==> config.mk <==
export PLATFORM = sky130hd
export DESIGN_NAME = tl_bus_arbiter_flat
export DESIGN_NICKNAME = d
export VERILOG_FILES = /design/src/rtl/tl_bus_arbiter_if.sv /design/src/rtl/tl_bus_arbiter.sv /design/src/flat_wrapper.sv
export SDC_FILE = /design/constraint.sdc
export NUM_CORES = 1
export LEC_CHECK = 0
export CAP_MARGIN = 20
export CORE_AREA = 4 4 277 279
export DETAILED_ROUTE_END_ITERATION = 10
export DIE_AREA = 0 0 281 283
export GPL_ROUTABILITY_DRIVEN = 0
export PLACE_DENSITY = 0.3
export SLEW_MARGIN = 10
export SYNTH_ARGS = -nofsm -noshare
export SYNTH_HDL_FRONTEND = slang
export SYNTH_SLANG_ARGS = --single-unit
==> constraint.sdc <==
create_clock -name clk -period 4.65 [get_ports clk]
set_input_delay 1.395 -clock clk [delete_from_list [all_inputs] [get_ports clk]]
set_output_delay 1.395 -clock clk [all_outputs]
set_load 0.1 [all_outputs]
==> src/rtl/tl_bus_arbiter_if.sv <==
// TileLink-UL single-beat port bundle (A request channel, D response channel).
// Pure wiring, no latency of its own.
// Both channels use valid/ready; a beat moves only when both are high.
interface tilelink;
    logic [2:0]  a_opcode;
    logic [2:0]  a_param;
    logic [2:0]  a_size;
    logic [3:0]  a_source;
    logic [63:0] a_address;
    logic [7:0]  a_mask;
    logic [63:0] a_data;
    logic        a_corrupt;
    logic        a_valid;
    logic        a_ready;
    logic [2:0]  d_opcode;
    logic [1:0]  d_param;
    logic [2:0]  d_size;
    logic [3:0]  d_source;
    logic [5:0]  d_sink;
    logic        d_denied;
    logic [63:0] d_data;
    logic        d_corrupt;
    logic        d_valid;
    logic        d_ready;

    // Seen from the side that accepts requests and returns responses.
    modport slave (
        input  a_opcode, a_param, a_size, a_source, a_address, a_mask, a_data, a_corrupt, a_valid,
        output a_ready,
        output d_opcode, d_param, d_size, d_source, d_sink, d_denied, d_data, d_corrupt, d_valid,
        input  d_ready
    );

    // Seen from the side that issues requests and consumes responses.
    modport master (
        output a_opcode, a_param, a_size, a_source, a_address, a_mask, a_data, a_corrupt, a_valid,
        input  a_ready,
        input  d_opcode, d_param, d_size, d_source, d_sink, d_denied, d_data, d_corrupt, d_valid,
        output d_ready
    );
endinterface

==> src/rtl/tl_bus_arbiter.sv <==
// Two-requester TileLink-UL arbiter: one transaction in flight, grant held until its D beat fires.
// Latency: one arbitration cycle, then A and D pass through combinationally (3 cycles minimum).
// Backpressure: a_ready/d_ready pass straight through to the granted side; the loser sees a_ready=0.
module tl_bus_arbiter #(
    parameter bit FIXED_PRIO = 1'b0
) (
    input  logic      clk,
    input  logic      rst,
    tilelink.slave    m0,
    tilelink.slave    m1,
    tilelink.master   phy_bus,
    output logic      busy,
    output logic      owner
);

    typedef enum logic [1:0] {IDLE = 2'd0, A_XFER = 2'd1, D_WAIT = 2'd2} state_t;

    state_t r_state;
    state_t w_next_state;
    logic   r_grant;
    logic   r_last;
    logic   w_win;
    logic   w_any_req;
    logic   w_gnt_a_valid;
    logic   w_gnt_d_ready;
    logic   w_d_fire;
    logic   w_in_a;
    logic   w_d0;
    logic   w_d1;

    assign w_any_req     = m0.a_valid | m1.a_valid;
    assign w_gnt_a_valid = r_grant ? m1.a_valid : m0.a_valid;
    assign w_gnt_d_ready = r_grant ? m1.d_ready : m0.d_ready;
    assign w_d_fire      = (r_state == D_WAIT) & phy_bus.d_valid & w_gnt_d_ready;
    assign w_in_a        = (r_state == A_XFER);
    assign w_d0          = (r_state == D_WAIT) & ~r_grant;
    assign w_d1          = (r_state == D_WAIT) &  r_grant;

    // Winner selection: a tie goes to m0 in fixed-priority mode, else to whoever did not win last.
    always_comb begin
        w_win = 1'b0;
        if (m0.a_valid && m1.a_valid) begin
            w_win = FIXED_PRIO ? 1'b0 : ~r_last;
        end else begin
            w_win = m1.a_valid;
        end
    end

    // State, grant and last-winner registers.
    always_ff @(posedge clk or posedge rst) begin
        if (rst) begin
            r_state <= IDLE;
            r_grant <= 1'b0;
            r_last  <= 1'b1;
        end else begin
            r_state <= w_next_state;
            if (r_state == IDLE && w_any_req) begin
                r_grant <= w_win;
            end
            if (w_d_fire) begin
                r_last <= r_grant;
            end
        end
    end

    // Next state; a requester that drops a_valid before acceptance abandons its grant.
    always_comb begin
        w_next_state = r_state;
        case (r_state)
            IDLE:    if (w_any_req) w_next_state = A_XFER;
            A_XFER: begin
                if (!w_gnt_a_valid) begin
                    w_next_state = IDLE;
                end else if (phy_bus.a_ready) begin
                    w_next_state = D_WAIT;
                end
            end
            D_WAIT:  if (w_d_fire) w_next_state = IDLE;
            default: w_next_state = IDLE;
        endcase
    end

    // Handshake outputs; d_ready stays low in A_XFER so an early D beat waits for D_WAIT.
    always_comb begin
        phy_bus.a_valid = 1'b0;
        phy_bus.d_ready = 1'b0;
        m0.a_ready      = 1'b0;
        m1.a_ready      = 1'b0;
        m0.d_valid      = 1'b0;
        m1.d_valid      = 1'b0;
        case (r_state)
            A_XFER: begin
                phy_bus.a_valid = w_gnt_a_valid;
                m0.a_ready      = ~r_grant & phy_bus.a_ready;
                m1.a_ready      =  r_grant & phy_bus.a_ready;
            end
            D_WAIT: begin
                phy_bus.d_ready = w_gnt_d_ready;
                m0.d_valid      = ~r_grant & phy_bus.d_valid;
                m1.d_valid      =  r_grant & phy_bus.d_valid;
            end
            default: begin
            end
        endcase
    end

    // A-channel payload: granted requester's fields during A_XFER, zero otherwise.
    assign phy_bus.a_opcode  = w_in_a ? (r_grant ? m1.a_opcode  : m0.a_opcode)  : '0;
    assign phy_bus.a_param   = w_in_a ? (r_grant ? m1.a_param   : m0.a_param)   : '0;
    assign phy_bus.a_size    = w_in_a ? (r_grant ? m1.a_size    : m0.a_size)    : '0;
    assign phy_bus.a_source  = w_in_a ? (r_grant ? m1.a_source  : m0.a_source)  : '0;
    assign phy_bus.a_address = w_in_a ? (r_grant ? m1.a_address : m0.a_address) : '0;
    assign phy_bus.a_mask    = w_in_a ? (r_grant ? m1.a_mask    : m0.a_mask)    : '0;
    assign phy_bus.a_data    = w_in_a ? (r_grant ? m1.a_data    : m0.a_data)    : '0;
    assign phy_bus.a_corrupt = w_in_a ? (r_grant ? m1.a_corrupt : m0.a_corrupt) : 1'b0;

    // D-channel payload: routed only to the owner during D_WAIT.
    assign m0.d_opcode  = w_d0 ? phy_bus.d_opcode  : '0;
    assign m0.d_param   = w_d0 ? phy_bus.d_param   : '0;
    assign m0.d_size    = w_d0 ? phy_bus.d_size    : '0;
    assign m0.d_source  = w_d0 ? phy_bus.d_source  : '0;
    assign m0.d_sink    = w_d0 ? phy_bus.d_sink    : '0;
    assign m0.d_denied  = w_d0 ? phy_bus.d_denied  : 1'b0;
    assign m0.d_data    = w_d0 ? phy_bus.d_data    : '0;
    assign m0.d_corrupt = w_d0 ? phy_bus.d_corrupt : 1'b0;
    assign m1.d_opcode  = w_d1 ? phy_bus.d_opcode  : '0;
    assign m1.d_param   = w_d1 ? phy_bus.d_param   : '0;
    assign m1.d_size    = w_d1 ? phy_bus.d_size    : '0;
    assign m1.d_source  = w_d1 ? phy_bus.d_source  : '0;
    assign m1.d_sink    = w_d1 ? phy_bus.d_sink    : '0;
    assign m1.d_denied  = w_d1 ? phy_bus.d_denied  : 1'b0;
    assign m1.d_data    = w_d1 ? phy_bus.d_data    : '0;
    assign m1.d_corrupt = w_d1 ? phy_bus.d_corrupt : 1'b0;

    assign busy  = (r_state != IDLE);
    assign owner = r_grant;

endmodule

==> src/flat_wrapper.sv <==
// flat-port wrapper written by rule: the top's interface ports become plain ports
module tl_bus_arbiter_flat 
#(
    parameter bit FIXED_PRIO = 1'b0
)
  (clk, rst, busy, owner, m0_a_opcode, m0_a_param, m0_a_size, m0_a_source, m0_a_address, m0_a_mask, m0_a_data, m0_a_corrupt, m0_a_valid, m0_a_ready, m0_d_opcode, m0_d_param, m0_d_size, m0_d_source, m0_d_sink, m0_d_denied, m0_d_data, m0_d_corrupt, m0_d_valid, m0_d_ready, m1_a_opcode, m1_a_param, m1_a_size, m1_a_source, m1_a_address, m1_a_mask, m1_a_data, m1_a_corrupt, m1_a_valid, m1_a_ready, m1_d_opcode, m1_d_param, m1_d_size, m1_d_source, m1_d_sink, m1_d_denied, m1_d_data, m1_d_corrupt, m1_d_valid, m1_d_ready, phy_bus_a_opcode, phy_bus_a_param, phy_bus_a_size, phy_bus_a_source, phy_bus_a_address, phy_bus_a_mask, phy_bus_a_data, phy_bus_a_corrupt, phy_bus_a_valid, phy_bus_a_ready, phy_bus_d_opcode, phy_bus_d_param, phy_bus_d_size, phy_bus_d_source, phy_bus_d_sink, phy_bus_d_denied, phy_bus_d_data, phy_bus_d_corrupt, phy_bus_d_valid, phy_bus_d_ready);
  tilelink m0_i ();
  tilelink m1_i ();
  tilelink phy_bus_i ();
  input  logic clk;
  input  logic rst;
  output logic busy;
  output logic owner;
  input wire logic [$bits(m0_i.a_opcode)-1:0] m0_a_opcode;
  input wire logic [$bits(m0_i.a_param)-1:0] m0_a_param;
  input wire logic [$bits(m0_i.a_size)-1:0] m0_a_size;
  input wire logic [$bits(m0_i.a_source)-1:0] m0_a_source;
  input wire logic [$bits(m0_i.a_address)-1:0] m0_a_address;
  input wire logic [$bits(m0_i.a_mask)-1:0] m0_a_mask;
  input wire logic [$bits(m0_i.a_data)-1:0] m0_a_data;
  input wire logic [$bits(m0_i.a_corrupt)-1:0] m0_a_corrupt;
  input wire logic [$bits(m0_i.a_valid)-1:0] m0_a_valid;
  output wire logic [$bits(m0_i.a_ready)-1:0] m0_a_ready;
  output wire logic [$bits(m0_i.d_opcode)-1:0] m0_d_opcode;
  output wire logic [$bits(m0_i.d_param)-1:0] m0_d_param;
  output wire logic [$bits(m0_i.d_size)-1:0] m0_d_size;
  output wire logic [$bits(m0_i.d_source)-1:0] m0_d_source;
  output wire logic [$bits(m0_i.d_sink)-1:0] m0_d_sink;
  output wire logic [$bits(m0_i.d_denied)-1:0] m0_d_denied;
  output wire logic [$bits(m0_i.d_data)-1:0] m0_d_data;
  output wire logic [$bits(m0_i.d_corrupt)-1:0] m0_d_corrupt;
  output wire logic [$bits(m0_i.d_valid)-1:0] m0_d_valid;
  input wire logic [$bits(m0_i.d_ready)-1:0] m0_d_ready;
  input wire logic [$bits(m1_i.a_opcode)-1:0] m1_a_opcode;
  input wire logic [$bits(m1_i.a_param)-1:0] m1_a_param;
  input wire logic [$bits(m1_i.a_size)-1:0] m1_a_size;
  input wire logic [$bits(m1_i.a_source)-1:0] m1_a_source;
  input wire logic [$bits(m1_i.a_address)-1:0] m1_a_address;
  input wire logic [$bits(m1_i.a_mask)-1:0] m1_a_mask;
  input wire logic [$bits(m1_i.a_data)-1:0] m1_a_data;
  input wire logic [$bits(m1_i.a_corrupt)-1:0] m1_a_corrupt;
  input wire logic [$bits(m1_i.a_valid)-1:0] m1_a_valid;
  output wire logic [$bits(m1_i.a_ready)-1:0] m1_a_ready;
  output wire logic [$bits(m1_i.d_opcode)-1:0] m1_d_opcode;
  output wire logic [$bits(m1_i.d_param)-1:0] m1_d_param;
  output wire logic [$bits(m1_i.d_size)-1:0] m1_d_size;
  output wire logic [$bits(m1_i.d_source)-1:0] m1_d_source;
  output wire logic [$bits(m1_i.d_sink)-1:0] m1_d_sink;
  output wire logic [$bits(m1_i.d_denied)-1:0] m1_d_denied;
  output wire logic [$bits(m1_i.d_data)-1:0] m1_d_data;
  output wire logic [$bits(m1_i.d_corrupt)-1:0] m1_d_corrupt;
  output wire logic [$bits(m1_i.d_valid)-1:0] m1_d_valid;
  input wire logic [$bits(m1_i.d_ready)-1:0] m1_d_ready;
  output wire logic [$bits(phy_bus_i.a_opcode)-1:0] phy_bus_a_opcode;
  output wire logic [$bits(phy_bus_i.a_param)-1:0] phy_bus_a_param;
  output wire logic [$bits(phy_bus_i.a_size)-1:0] phy_bus_a_size;
  output wire logic [$bits(phy_bus_i.a_source)-1:0] phy_bus_a_source;
  output wire logic [$bits(phy_bus_i.a_address)-1:0] phy_bus_a_address;
  output wire logic [$bits(phy_bus_i.a_mask)-1:0] phy_bus_a_mask;
  output wire logic [$bits(phy_bus_i.a_data)-1:0] phy_bus_a_data;
  output wire logic [$bits(phy_bus_i.a_corrupt)-1:0] phy_bus_a_corrupt;
  output wire logic [$bits(phy_bus_i.a_valid)-1:0] phy_bus_a_valid;
  input wire logic [$bits(phy_bus_i.a_ready)-1:0] phy_bus_a_ready;
  input wire logic [$bits(phy_bus_i.d_opcode)-1:0] phy_bus_d_opcode;
  input wire logic [$bits(phy_bus_i.d_param)-1:0] phy_bus_d_param;
  input wire logic [$bits(phy_bus_i.d_size)-1:0] phy_bus_d_size;
  input wire logic [$bits(phy_bus_i.d_source)-1:0] phy_bus_d_source;
  input wire logic [$bits(phy_bus_i.d_sink)-1:0] phy_bus_d_sink;
  input wire logic [$bits(phy_bus_i.d_denied)-1:0] phy_bus_d_denied;
  input wire logic [$bits(phy_bus_i.d_data)-1:0] phy_bus_d_data;
  input wire logic [$bits(phy_bus_i.d_corrupt)-1:0] phy_bus_d_corrupt;
  input wire logic [$bits(phy_bus_i.d_valid)-1:0] phy_bus_d_valid;
  output wire logic [$bits(phy_bus_i.d_ready)-1:0] phy_bus_d_ready;
  assign m0_i.a_opcode = m0_a_opcode;
  assign m0_i.a_param = m0_a_param;
  assign m0_i.a_size = m0_a_size;
  assign m0_i.a_source = m0_a_source;
  assign m0_i.a_address = m0_a_address;
  assign m0_i.a_mask = m0_a_mask;
  assign m0_i.a_data = m0_a_data;
  assign m0_i.a_corrupt = m0_a_corrupt;
  assign m0_i.a_valid = m0_a_valid;
  assign m0_a_ready = m0_i.a_ready;
  assign m0_d_opcode = m0_i.d_opcode;
  assign m0_d_param = m0_i.d_param;
  assign m0_d_size = m0_i.d_size;
  assign m0_d_source = m0_i.d_source;
  assign m0_d_sink = m0_i.d_sink;
  assign m0_d_denied = m0_i.d_denied;
  assign m0_d_data = m0_i.d_data;
  assign m0_d_corrupt = m0_i.d_corrupt;
  assign m0_d_valid = m0_i.d_valid;
  assign m0_i.d_ready = m0_d_ready;
  assign m1_i.a_opcode = m1_a_opcode;
  assign m1_i.a_param = m1_a_param;
  assign m1_i.a_size = m1_a_size;
  assign m1_i.a_source = m1_a_source;
  assign m1_i.a_address = m1_a_address;
  assign m1_i.a_mask = m1_a_mask;
  assign m1_i.a_data = m1_a_data;
  assign m1_i.a_corrupt = m1_a_corrupt;
  assign m1_i.a_valid = m1_a_valid;
  assign m1_a_ready = m1_i.a_ready;
  assign m1_d_opcode = m1_i.d_opcode;
  assign m1_d_param = m1_i.d_param;
  assign m1_d_size = m1_i.d_size;
  assign m1_d_source = m1_i.d_source;
  assign m1_d_sink = m1_i.d_sink;
  assign m1_d_denied = m1_i.d_denied;
  assign m1_d_data = m1_i.d_data;
  assign m1_d_corrupt = m1_i.d_corrupt;
  assign m1_d_valid = m1_i.d_valid;
  assign m1_i.d_ready = m1_d_ready;
  assign phy_bus_a_opcode = phy_bus_i.a_opcode;
  assign phy_bus_a_param = phy_bus_i.a_param;
  assign phy_bus_a_size = phy_bus_i.a_size;
  assign phy_bus_a_source = phy_bus_i.a_source;
  assign phy_bus_a_address = phy_bus_i.a_address;
  assign phy_bus_a_mask = phy_bus_i.a_mask;
  assign phy_bus_a_data = phy_bus_i.a_data;
  assign phy_bus_a_corrupt = phy_bus_i.a_corrupt;
  assign phy_bus_a_valid = phy_bus_i.a_valid;
  assign phy_bus_i.a_ready = phy_bus_a_ready;
  assign phy_bus_i.d_opcode = phy_bus_d_opcode;
  assign phy_bus_i.d_param = phy_bus_d_param;
  assign phy_bus_i.d_size = phy_bus_d_size;
  assign phy_bus_i.d_source = phy_bus_d_source;
  assign phy_bus_i.d_sink = phy_bus_d_sink;
  assign phy_bus_i.d_denied = phy_bus_d_denied;
  assign phy_bus_i.d_data = phy_bus_d_data;
  assign phy_bus_i.d_corrupt = phy_bus_d_corrupt;
  assign phy_bus_i.d_valid = phy_bus_d_valid;
  assign phy_bus_d_ready = phy_bus_i.d_ready;
  tl_bus_arbiter #(.FIXED_PRIO(FIXED_PRIO)) u_core (.clk(clk), .rst(rst), .m0(m0_i), .m1(m1_i), .phy_bus(phy_bus_i), .busy(busy), .owner(owner));
endmodule
; ---- After elaboration in Yosys (flattened, before gate mapping)
; Index checks and enable logic that the tools add are counted.
[totals]
ff_bits = 4
input_bits = 392
out_inout_bits = 326
wordCells = 70
[op_classes]
eq_ne = 5
n_mux = 46
n_bitwise = 11
n_reduce_logical = 5
[op_table]
columns = operator, n
row1 = two-way mux 64 bit, 6
row2 = two-way mux 3 bit, 10
row3 = two-way mux 4 bit, 4
row4 = two-way mux 8 bit, 2
row5 = two-way mux 1 bit, 15
row6 = two-way mux 2 bit, 6
row7 = two-way mux 6 bit, 2
row8 = AND 1 bit, 8
row9 = case mux 2 bit (3 select lines), 1
row10 = != test 2 x 1 -> 1 bit (second input constant), 2
row11 = != test 3 bit (second input constant), 1
row12 = AND reduction 3 bit, 1
row13 = equality test 2 x 1 -> 1 bit (second input constant), 1
row14 = equality test 2 bit (second input constant), 1
row15 = logical AND 1 bit, 2
row16 = logical NOT 2 bit, 1
row17 = NOT 1 bit, 2
row18 = nonzero test 2 bit, 1
row19 = OR 1 bit, 1

; ---- Longest topological paths before layout
[logic_depth]
word_depth = 5
depth_mapped = 5
ltp_nobuf = 3

; ---- Least setup slack after synthesis
; Ideal clock, no wire load.
[synth_path]
kind = reg-to-output
startpoint = register u_core.r_grant, in the netlist u_core.owner
endpoint = output port phy_bus_a_address[0]
arrival_time_ns = 2.875
required_time_ns = 3.255
path_slack_ns = 0.380
path_stages_with_launch = 6
n_path_buf = 3
cell_sequence = dfrtp_1 -> buf_4 -> buf_4 -> buf_4 -> mux2i_1 -> nor2_1
[synth_between]
elab_chain_cells = 2
[synth_rtl]
columns = item, line
row1 = from (decl), tl_bus_arbiter.sv:20  ; logic r_grant;
row2 = from (signal assigned), tl_bus_arbiter.sv:58  ; r_grant <= w_win;
row3 = two-way mux 64 bit (2 in a row), tl_bus_arbiter.sv:112  ; assign phy_bus.a_address = w_in_a ? (r_grant ? m1.a_address : m0.a_address) : '0;
row4 = to (decl), flat_wrapper.sv:58  ; output wire logic [$bits(phy_bus_i.a_address)-1:0] phy_bus_a_address;
; Every way passes these cells.

; ---- Final worst setup path
[layout_path]
startpoint = input port phy_bus_a_ready
endpoint = output port m1_a_ready
[layout_between]
elab_chain_cells = 2
[layout_rtl]
columns = item, line
row1 = from (decl), flat_wrapper.sv:63  ; input wire logic [$bits(phy_bus_i.a_ready)-1:0] phy_bus_a_ready;
row2 = AND 1 bit, tl_bus_arbiter.sv:95  ; m1.a_ready = r_grant & phy_bus.a_ready;
row3 = two-way mux 1 bit, tl_bus_arbiter.sv:91  ; case (r_state)
row4 = to (decl), flat_wrapper.sv:43  ; output wire logic [$bits(m1_i.a_ready)-1:0] m1_a_ready;
; Every way passes these cells.

==> impl_metrics.prom <==
# TYPE chip_impl_metric gauge
chip_impl_info{name="run_status",value="finished, final reports clean"} 1
chip_impl_metric{name="setup_viol",unit=""} 0
chip_impl_metric{name="design.final.nets",unit=""} 1636
chip_impl_metric{name="cellLeakagePower",unit="nW"} 6.29
chip_impl_info{name="mostFrequentLayoutCells",value="sky130_fd_sc_hd__clkdlybuf4s50_1, sky130_fd_sc_hd__buf_4, sky130_fd_sc_hd__and3_1"} 1
chip_impl_metric{name="hold_depth",unit=""} 1
chip_impl_metric{name="dieHeight",unit="um"} 283
chip_impl_info{name="reg2reg_to",value="u_core.r_state[1]"} 1
chip_impl_metric{name="dp_slack",unit="ns"} 0.568
chip_impl_info{name="worst_setup_path_start_kind",value="primary input"} 1
chip_impl_info{name="tritoncts",value="yes"} 1
chip_impl_metric{name="drive_gt1_share",unit="%"} 28.6
chip_impl_metric{name="crit_path_max_incr_delay",unit="ns"} 0.49
chip_impl_metric{name="grtUsageTotal",unit="%"} 10.2
chip_impl_metric{name="die_x",unit="um"} 281
chip_impl_metric{name="fin_worst_hold_slack",unit="ns"} 0.505
chip_impl_metric{name="synth_area",unit="sq um"} 3870
chip_impl_metric{name="port-buffer-count",unit=""} 717
chip_impl_metric{name="detail_route.drc_violations",unit=""} 0
chip_impl_metric{name="start_util",unit="%"} 5.22
chip_impl_metric{name="grt_pass1_vias",unit=""} 7509
chip_impl_metric{name="synth_warnings",unit=""} 0
chip_impl_info{name="rsz_0062_raised_after_global_routing",value="false"} 1
chip_impl_metric{name="postSynthNetCount",unit=""} 964
chip_impl_metric{name="post_cts.resized_instances",unit=""} 0
chip_impl_info{name="worst_setup_path_category",value="in2out"} 1
chip_impl_metric{name="period_minus_slack",unit="ns"} 4.05
chip_impl_metric{name="yosysUniqueCellTypes",unit=""} 25
chip_impl_info{name="hold_end",value="u_core.r_state[0]"} 1
chip_impl_metric{name="cp.buffers_inverters",unit=""} 2
chip_impl_metric{name="clk_transition_reported_paths",unit="ns"} 0.03
chip_impl_metric{name="drt_iter0_markers",unit=""} 221
chip_impl_info{name="cts.root.buffer_cell",value="sky130_fd_sc_hd__clkbuf_16"} 1
chip_impl_metric{name="synth_area_per_cell",unit="sq um"} 6.77
chip_impl_info{name="crit_slowest_cell",value="sky130_fd_sc_hd__clkdlybuf4s50_1"} 1
chip_impl_metric{name="grt_overflow",unit=""} 0
chip_impl_metric{name="p_per_area",unit="nW/um^2"} 809
chip_impl_metric{name="pin_count",unit=""} 718
chip_impl_metric{name="drv.max_cap_violation_count",unit=""} 0
chip_impl_metric{name="post-dp-hpwl",unit="um"} 39300
chip_impl_metric{name="numClockSinks",unit=""} 4
chip_impl_metric{name="avgViaCountPerCell",unit=""} 3.13
chip_impl_metric{name="maxSlewHeadroom",unit="%"} 52.4
chip_impl_metric{name="core.rowCount",unit=""} 100
chip_impl_info{name="timing.critical_path.cells",value="clkdlybuf4s50_1 > nand3b_1 > nor2_1 > buf_12"} 1
chip_impl_metric{name="vias",unit=""} 6931
chip_impl_metric{name="clockBufferDepth",unit=""} 2
chip_impl_metric{name="maximum_fanout_along_the_worst_path",unit=""} 3
chip_impl_metric{name="worst-endpoint-required",unit="ns"} 3.25
chip_impl_metric{name="rr_worst_depth",unit=""} 4
chip_impl_metric{name="final-hold-violation-count",unit=""} 0
chip_impl_metric{name="tritoncts.num_buffers",unit=""} 3
chip_impl_metric{name="fraction_of_the_yosys_area_taken_by_sequential_cells",unit="%"} 2.62
chip_impl_metric{name="ir_worst_vdd",unit="uV"} 393
chip_impl_metric{name="finClkSkew",unit="ns"} 0.000454
chip_impl_metric{name="maximum_number_of_pins_on_one_net_before_global_route_repair",unit=""} 77
chip_impl_metric{name="placeableCoreArea",unit="sq um"} 74200
chip_impl_info{name="cpLargestDelayFamily",value="buffers and inverters"} 1
chip_impl_metric{name="max_freq",unit="MHz"} 247
chip_impl_metric{name="timing.setup.tns",unit="ns"} 0
chip_impl_metric{name="grt_antenna_before_repair",unit=""} 9
chip_impl_metric{name="drt-wirelength-per-cell",unit="um"} 19.9
chip_impl_metric{name="r2r_slack",unit="ns"} 2.97
chip_impl_info{name="worst_r2r_startpoint",value="u_core.owner"} 1
chip_impl_metric{name="wl",unit="um"} 44200
chip_impl_metric{name="postCtsHoldBufs",unit=""} 0
chip_impl_metric{name="cts_setup_buffers",unit=""} 0
chip_impl_metric{name="fp.dieArea",unit="sq um"} 79500
chip_impl_metric{name="layout-area-overhead-vs-synth",unit="%"} 234
chip_impl_metric{name="finalMaxSlewViolations",unit=""} 0
chip_impl_metric{name="worst_slew_pin_slew",unit="ns"} 0.713
chip_impl_metric{name="clock_insertion_delay_worst_skew",unit="ns"} 0.23
chip_impl_metric{name="h-tree-depth",unit=""} 1
chip_impl_metric{name="synthCells",unit=""} 572
chip_impl_info{name="cp-end-kind",value="primary output"} 1
chip_impl_metric{name="ys_ff_latch",unit=""} 4
chip_impl_info{name="commonest_non_fill_non_tap_cell_in_the_layout",value="sky130_fd_sc_hd__clkdlybuf4s50_1"} 1
chip_impl_info{name="hold_path_startpoint",value="u_core.r_state[1]"} 1
chip_impl_metric{name="final_antenna_net_count",unit=""} 0
chip_impl_info{name="hold_path_class",value="reg2reg"} 1
chip_impl_metric{name="first_pass_iters",unit=""} 4
chip_impl_metric{name="post-route-period-util",unit="%"} 87.0
chip_impl_metric{name="layout_setup_ws",unit="ns"} 0.602
chip_impl_metric{name="worstPathArrival",unit="ns"} 2.65
chip_impl_metric{name="grt_pass1_wl",unit="um"} 59400
area by class of cell:
type,count,area [sq um]
Multi-Input combinational cell,493,3280
Tap cell,969,1210
Antenna cell,4,10.0
Clock buffer,4,78.8
Fill cell,8350,61300
Timing Repair Buffer,739,8230
Inverter,3,11.3
Sequential cell,4,105
sequential cells by signal, summed over array words and instances (netlist names):
register        flops
u_core.r_last       1
u_core.owner        1
u_core.r_state      2
synthesized netlist by cell type (all sizes together):
| master | n | share of area, % |
|---|---|---|
| dfrtp | 3 | 1.9 |
| a21oi | 2 | 0.26 |
| nor2 | 157 | 15 |
| nand2b | 2 | 0.32 |
| and3 | 170 | 27 |
| nand3b | 1 | 0.19 |
| a31oi | 2 | 0.32 |
| clkbuf | 29 | 3.1 |
| inv | 3 | 0.29 |
| dfstp | 1 | 0.68 |
| nor2b | 2 | 0.39 |
| o22ai | 1 | 0.16 |
| nand2 | 1 | 0.097 |
| mux2i | 152 | 39 |
| or2b | 1 | 0.19 |
| o21ai | 1 | 0.13 |
| o22a | 1 | 0.23 |
| buf | 43 | 9.8 |
cells by family after synthesis:
family | after synthesis | synth area share (%)
muxes | 152 | 39.3
DFF | 4 | 2.62
and+or+nand+nor | 334 | 43.9
buffers and inverters | 75 | 13.1
AOI/OAI and AO/OA | 7 | 1.10
worst reg2reg max path: stages (launching register included):
cell,delay (ns)
sky130_fd_sc_hd__dfrtp_4,0.67
sky130_fd_sc_hd__buf_12,0.36
sky130_fd_sc_hd__mux2i_1,0.20
sky130_fd_sc_hd__nor2b_1,0.20
sky130_fd_sc_hd__o22ai_1,0.12
how the worst max path moves through the flow:
| stage | startpoint | to | slack (ns) | depth (start not counted) |
|---|---|---|---|---|
| floorplan | u_core.owner | phy_bus_a_address[0] | 0.38 | 5 |
| global placement | phy_bus_a_ready | m0_a_ready | 0.56 | 4 |
| detailed placement | phy_bus_a_ready | m1_a_ready | 0.57 | 4 |
| CTS | phy_bus_a_ready | m1_a_ready | 0.55 | 4 |
| global route | m1_a_valid | phy_bus_a_valid | 0.53 | 5 |
| finish | phy_bus_a_ready | m1_a_ready | 0.60 | 4 |
report_power, final:
part / total [mW] / switching (mW) / internal [mW]
clock network: 0.141 / 0.0278 / 0.114
registers: 0.120 / 0.0669 / 0.0530
logic: 10.2 / 7.47 / 2.73
total: 10.5 / 7.56 / 2.89
layer usage:
metal | track usage, % | up-vias | routed length [um]
met1 | 11.1 | 3144 | 16600
met3 | 3.98 | 15 | 4730
li1 | - | 3332 | -
met5 | 0 | - | 45
met2 | 19.4 | 432 | 22600
met4 | 0.747 | 8 | 264
through the flow:
stage / util [%] / instance area, sq um / power, mW / instances
6_report: 17.4 / 12900 / 10.5 / 2216
5_1_grt: 17.4 / 12900 / 10.8 / 2213
3_5_place_dp: 17.3 / 12800 / 10.5 / 2208
4_1_cts: 17.4 / 12900 / 10.6 / 2212
3_3_place_gp: 17.3 / 12800 / 10.5 / 2208
2_1_floorplan: - / 3870 / 7.29 / 572
(Power assumes the default switching activity.)
